### config.mk
export PLATFORM = sky130hd
export DESIGN_NAME = serial_adder
export DESIGN_NICKNAME = d
export VERILOG_FILES = /design/src/rtl/serial_adder.sv
export SDC_FILE = /design/constraint.sdc
export NUM_CORES = 1
export LEC_CHECK = 0
export CORE_UTILIZATION = 50
export DETAILED_ROUTE_END_ITERATION = 16
export GPL_ROUTABILITY_DRIVEN = 0
export GPL_TIMING_DRIVEN = 1
export PLACE_DENSITY = 0.81
export REMOVE_ABC_BUFFERS = 1
export SLEW_MARGIN = 20
export SYNTH_ARGS = -nofsm -noshare
export SYNTH_HDL_FRONTEND = slang
export SYNTH_SLANG_ARGS = --single-unit
### constraint.sdc
create_clock -name clk -period 1.4 [get_ports clk]
set_input_delay 0.28 -clock clk [delete_from_list [all_inputs] [get_ports clk]]
set_output_delay 0.28 -clock clk [all_outputs]
set_load 0.02 [all_outputs]
### src/rtl/serial_adder.sv
// Bit-serial WIDTH-bit adder: one full-adder cell plus a carry flop, LSB first,
// with the sum and carry-out returned over a 4-phase req/ack handshake.
module serial_adder #(
    parameter int WIDTH = 8
) (
    input  logic             clk,
    input  logic             rst,
    input  logic             req,
    input  logic             ci,
    input  logic [WIDTH-1:0] x,
    input  logic [WIDTH-1:0] y,
    output logic             ack,
    output logic             busy,
    output logic [WIDTH-1:0] r,
    output logic             co
);

    localparam int CW = $clog2(WIDTH) + 1;
    localparam logic [CW-1:0] CNT_LAST = CW'(WIDTH - 1);

    typedef enum logic [1:0] {
        IDLE = 2'b00,
        RUN  = 2'b01,
        DONE = 2'b10
    } state_t;

    function automatic logic fa_sum(input logic a, input logic b, input logic c);
        return a ^ b ^ c;
    endfunction

    function automatic logic fa_carry(input logic a, input logic b, input logic c);
        return (a & b) | (a & c) | (b & c);
    endfunction

    state_t            state_r;
    state_t            state_nxt_s;
    logic [WIDTH-1:0]  xa_r;
    logic [WIDTH-1:0]  yb_r;
    logic              c_r;
    logic [CW-1:0]     cnt_r;
    logic [WIDTH-1:0]  r_r;
    logic              co_r;
    logic              ack_r;
    logic              busy_r;
    logic              sum_s;
    logic              carry_s;
    logic [WIDTH:0]    r_cat_s;

    // Next-state decode for the handshake FSM
    always_comb begin
        state_nxt_s = state_r;
        case (state_r)
            IDLE: begin
                if (req) state_nxt_s = RUN;
                else     state_nxt_s = IDLE;
            end
            RUN: begin
                if (cnt_r == CNT_LAST) state_nxt_s = DONE;
                else                   state_nxt_s = RUN;
            end
            DONE: begin
                // req must fall before another transaction can start
                if (!req) state_nxt_s = IDLE;
                else      state_nxt_s = DONE;
            end
            default: state_nxt_s = IDLE;
        endcase
    end

    // Full-adder cell; the new sum bit enters the result from the MSB end
    always_comb begin
        sum_s   = fa_sum(xa_r[0], yb_r[0], c_r);
        carry_s = fa_carry(xa_r[0], yb_r[0], c_r);
        r_cat_s = {sum_s, r_r};
    end

    // State register with handshake outputs decoded one edge ahead
    always_ff @(posedge clk or posedge rst) begin
        if (rst) begin
            state_r <= IDLE;
            ack_r   <= 1'b0;
            busy_r  <= 1'b0;
        end else begin
            state_r <= state_nxt_s;
            ack_r   <= (state_nxt_s == DONE);
            busy_r  <= (state_nxt_s == RUN);
        end
    end

    // Operand capture and bit-serial datapath
    always_ff @(posedge clk or posedge rst) begin
        if (rst) begin
            xa_r  <= '0;
            yb_r  <= '0;
            c_r   <= 1'b0;
            cnt_r <= '0;
            r_r   <= '0;
            co_r  <= 1'b0;
        end else begin
            case (state_r)
                IDLE: begin
                    if (req) begin
                        xa_r  <= x;
                        yb_r  <= y;
                        c_r   <= ci;
                        cnt_r <= '0;
                    end
                end
                RUN: begin
                    xa_r  <= xa_r >> 1'b1;
                    yb_r  <= yb_r >> 1'b1;
                    c_r   <= carry_s;
                    r_r   <= r_cat_s[WIDTH:1];
                    cnt_r <= cnt_r + CW'(1);
                    if (cnt_r == CNT_LAST) co_r <= carry_s;
                end
                default: begin
                end
            endcase
        end
    end

    assign ack  = ack_r;
    assign busy = busy_r;
    assign r    = r_r;
    assign co   = co_r;

endmodule

== After elaboration in Yosys (flattened, before gate mapping) ==
Cells that the tools add are included.
Widths: inputs -> output; s select.

* Flip-flop bits (word level): 34
* Logic and storage cells: 39

* Add/subtract/negate cells: 1
* Eq/ne operators: 6
* Multiplexer cells: 12
* Bitwise gates (word level): 7
* Reduce and logical (&&, ||, !) cells: 4

{| class="wikitable"
|+ Operator list
! cell !! count
|-
| $pmux 8 s2 || 2
|-
| $mux 8 || 2
|-
| $pmux 4 s2 || 1
|-
| $pmux 2 s3 || 1
|-
| $add 4x1->4 const B || 1
|-
| $eq 2x1->1 const B || 2
|-
| $eq 2x2->1 const B || 2
|-
| $eq 4x3->1 const B || 1
|-
| $mux 2 || 2
|-
| $mux 4 || 1
|-
| $reduce_and 2->1 || 2
|-
| $and 1x1->1 || 3
|-
| $logic_not 2->1 || 1
|-
| $mux 1 || 2
|-
| $ne 2x2->1 const B || 1
|-
| $or 1x1->1 || 2
|-
| $pmux 1 s2 || 1
|-
| $reduce_bool 2->1 || 1
|-
| $xor 1x1->1 || 2
|}

== Depth between registers and ports, before layout ==
* Word-level depth: 4
* Depth in mapped cells: 4
* Gate-level depth less buffers: 4

== Least setup slack after synthesis ==
Ideal clock, no wire load.

* Path kind: reg-to-reg
* Start point: reg state_r[1]
* End point: reg co_r (netlist: co)
* Library setup time: 127 ps
* Arrival: 1166 ps
* Required time: 1273 ps
* Slack: 107 ps
* Cell stages (with the launch flop): 4
* Path buffers: 0
* Cell sequence: dfrtp_1 -> and2b_1 -> and4_4 -> mux2_1

* Cells in the longest elaborated chain, start to end: 2

{| class="wikitable"
|+ RTL lines
! element !! RTL line !! text
|-
| start: declaration || 35 || <nowiki>state_t state_r;</nowiki>
|-
| start signal: assignment || 84 || <nowiki>state_r <= state_nxt_s;</nowiki>
|-
| $eq 2x1->1 || 100 || <nowiki>case (state_r)</nowiki>
|-
| $reduce_and 2->1 (no source line) || -- ||
|-
| end signal: assignment || 115 || <nowiki>if (cnt_r == CNT_LAST) co_r <= carry_s;</nowiki>
|-
| end: declaration || 42 || <nowiki>logic co_r;</nowiki>
|}

No other way between the ends.
A chain may end at the register's enable or synchronous reset.

== Final worst setup path ==
* Start point: reg r_r[6] (netlist: r[6])
* End point: out r[6]

{| class="wikitable"
|+ RTL lines
! element !! RTL line !! text
|-
| start: declaration || 41 || <nowiki>logic [WIDTH-1:0] r_r;</nowiki>
|-
| start signal: assignment || 113 || <nowiki>r_r <= r_cat_s[WIDTH:1];</nowiki>
|-
| end: declaration || 14 || <nowiki>output logic [WIDTH-1:0] r,</nowiki>
|}

No word-level cell between the ends.

==> results.tsv <==
metric	value	unit
run status	complete, no violations	
Worst setup EP type	primary output	
setup bufs post-CTS	0	
worst vdd ir	1.23	mV
via count	1214	
Slowest-stage cell, CP	dfrtp_1	
number of max-cap violations	0	
critical path depth	1	
PostCTS Resize Cnt	14	
Starting Density	53.3	%
crit path max fanout	3	
Synth Register Bits	34	
final instance area	1910	µm²
Core Util, Final	68.6	%
Vias/cell	5.70	
Port Buf Inserts	30	
DRT iter0 DRCs	57	
worst reg-to-reg path cell count	3	
core area	2780	µm²
Flop pwr share	46.2	%
clock latency on the worst-skew pair	330	ps
Worst EP arrival	1070	ps
combinational cell fraction of total power	40.1	%
Post-CTS Hold Buffers	0	
fin crit share	96.1	%
Post-Synthesis Cells	144	
PwrDens	1840	nW/µm²
global-route wire length before repair	4970	µm
Row Count	19	
Clock transition at path regs	90	ps
n_diodes	0	
sw frac	38.0	%
Worst path max stage delay	410	ps
dpl hpwl	2050	µm
RSZ-0062 raised after global routing	no	
Hold Crit Class	in2async	
CTS Buffer Depth	2	
grt ovf	0	
Fmax achieved	0.743	GHz
Layout Cells excl Fill	213	
largest net degree at the start of global routing	35	
CTS tree	yes	
vias in the first global route	1075	
placed instance count	206	
setup_tns	0	ps
Root Driver	clkbuf_4	
internal power	2.18	mW
Final Hold Fails	0	
clock period minus worst slack	1350	ps
Synth-to-Final Area Change	28.9	%
final wirelength	2940	µm
drt drc	0	
CP delay by family, top	flip-flops	
Setup Viol. Count Final	0	
clk sinks	34	
Static Leakage	0.901	nW
ANT nets after route	0	
Avg Cell Area, Syn	10.3	µm²
GRT Total Usage	20.7	%
H-tree levels	2	
Slew @ Worst Pin	435	ps
worst endpoint required time	1120	ps
CP bufs+invs	1	
First-pass DRT Iterations	4	
share of post-route cells with drive strength above 1	10.4	%
placed instance area	1860	µm²
Synth Cell Area	1480	µm²
Clk network pwr share	13.7	%
Die W	56.4	µm
Distinct cells, synth	22	
Final nets	204	
die footprint	3180	µm²
Avg WL per Cell	13.8	µm
CP Cell Sequence	dlygate4sd2_1	
DIE HEIGHT	56.4	µm
Setup CP Type	reg2out	
Seq/Total Area, Yosys	57.4	%
Psw	1.34	mW
final-report max-slew violation count	0	
Yosys warning total	0	
Fin Clk Skew	5.99	ps
initial antenna violation count	0	
Top Ports	31	
Num CTS Buffers	5	
slew margin rel.	70.9	%
crit path launch type	flip-flop	
total power	3.52	mW
## cells in the mapped netlist, drive strengths merged
| master | n | area share (%) |
|---|---|---|
| nand3 | 2 | 0.68 |
| dfrtp | 34 | 57 |
| mux2i | 1 | 0.68 |
| nor2b | 7 | 3.0 |
| o311ai | 1 | 0.59 |
| a41oi | 2 | 1.2 |
| inv | 2 | 0.51 |
| ha | 1 | 0.84 |
| and4 | 1 | 0.76 |
| nand2b | 2 | 0.84 |
| fa | 1 | 1.4 |
| mux2 | 1 | 0.76 |
| buf | 5 | 1.7 |
| and2b | 2 | 1.0 |
| clkbuf | 3 | 0.76 |
| a21oi | 5 | 1.7 |
| a22oi | 15 | 7.6 |
| nand2 | 36 | 9.1 |
| o21bai | 1 | 0.76 |
| o21ai | 16 | 5.4 |
| a22o | 4 | 2.4 |
| a21o | 2 | 1.0 |
## cells by family after synthesis
| logic type | synth area share [%] |
|---|---|
| simple gates | 15.4 |
| compound gates | 20.6 |
| flops | 57.4 |
| buf+inv | 2.96 |
| mux | 1.44 |
| fa+ha+maj | 2.20 |
## metrics by stage
stage          hold WS [ps]  setup slack [ps]
2_1_floorplan           413              -345
3_3_place_gp            458              -275
3_5_place_dp            462              -385
4_1_cts                 287              23.1
5_1_grt                 317              5.88
6_report                283              54.9
## power groups by stage
stage / Clock (mW) / Combinational (mW) / Sequential [mW]
global route: 0.541 / 1.56 / 1.67
CTS: 0.503 / 1.42 / 1.62
detailed placement: 0 / 1.49 / 1.64
finish: 0.481 / 1.41 / 1.63
floorplan: 0 / 0.699 / 1.77
global placement: 0 / 1.42 / 1.62
## final timing paths
check | endpoint | startpoint | slack (ps)
setup / recovery | r[6] | r[6] | 50
hold / removal | xa_r[2] | rst | 280
setup reg to reg | co | state_r[0] | 90
hold reg to reg | r[0] | r[0] | 480
max in group asynchronous | state_r[0] | rst | 930
min in group clk | r[0] | r[0] | 480
## state kept, by name (all words and copies together) (netlist names)
| register | count |
|---|---|
| ack | 1 |
| busy | 1 |
| r | 8 |
| co | 1 |
| state_r | 2 |
| yb_r | 8 |
| cnt_r | 4 |
| c_r | 1 |
| xa_r | 8 |
## cell type report
type	instances	area (µm²)
Multi-Input combinational cell	100	598
Fill cell	218	872
Tap cell	31	38.8
Sequential cell	34	852
Timing Repair Buffer	39	368
Clock buffer	7	45.0
Inverter	2	7.51
## worst register-to-register path, cell delays in order (launching register included)
cell and delay (ps):
dfrtp_2 470, and2b_1 160, and4_4 240, mux2_1 320
## routing by layer
| layer | global-route usage [%] | part of all wire (%) | vias up |
|---|---|---|---|
| met5 | 0 | 0 | - |
| met4 | 10.5 | 2.3 | 0 |
| met3 | 5.07 | 5.1 | 8 |
| met2 | 31.6 | 50 | 43 |
| met1 | 27.4 | 43 | 583 |
| li1 | - | - | 580 |
## cell usage in the layout, fill, tap and decap left out, types with 2 or more instances in the layout
cell and count:
nor2b_1 6, o21ai_0 16, nand2b_1 2, buf_4 8, nand2_1 36, a22oi_1 15, a22o_1 4, clkbuf_1 2
dlygate4sd2_1 10, clkdlybuf4s50_1 19, inv_1 2, a41oi_1 2, clkbuf_4 5, nand3_1 2, a21o_1 2, a21oi_1 5
dfrtp_1 33
Power figures use the tool's default switching activity.
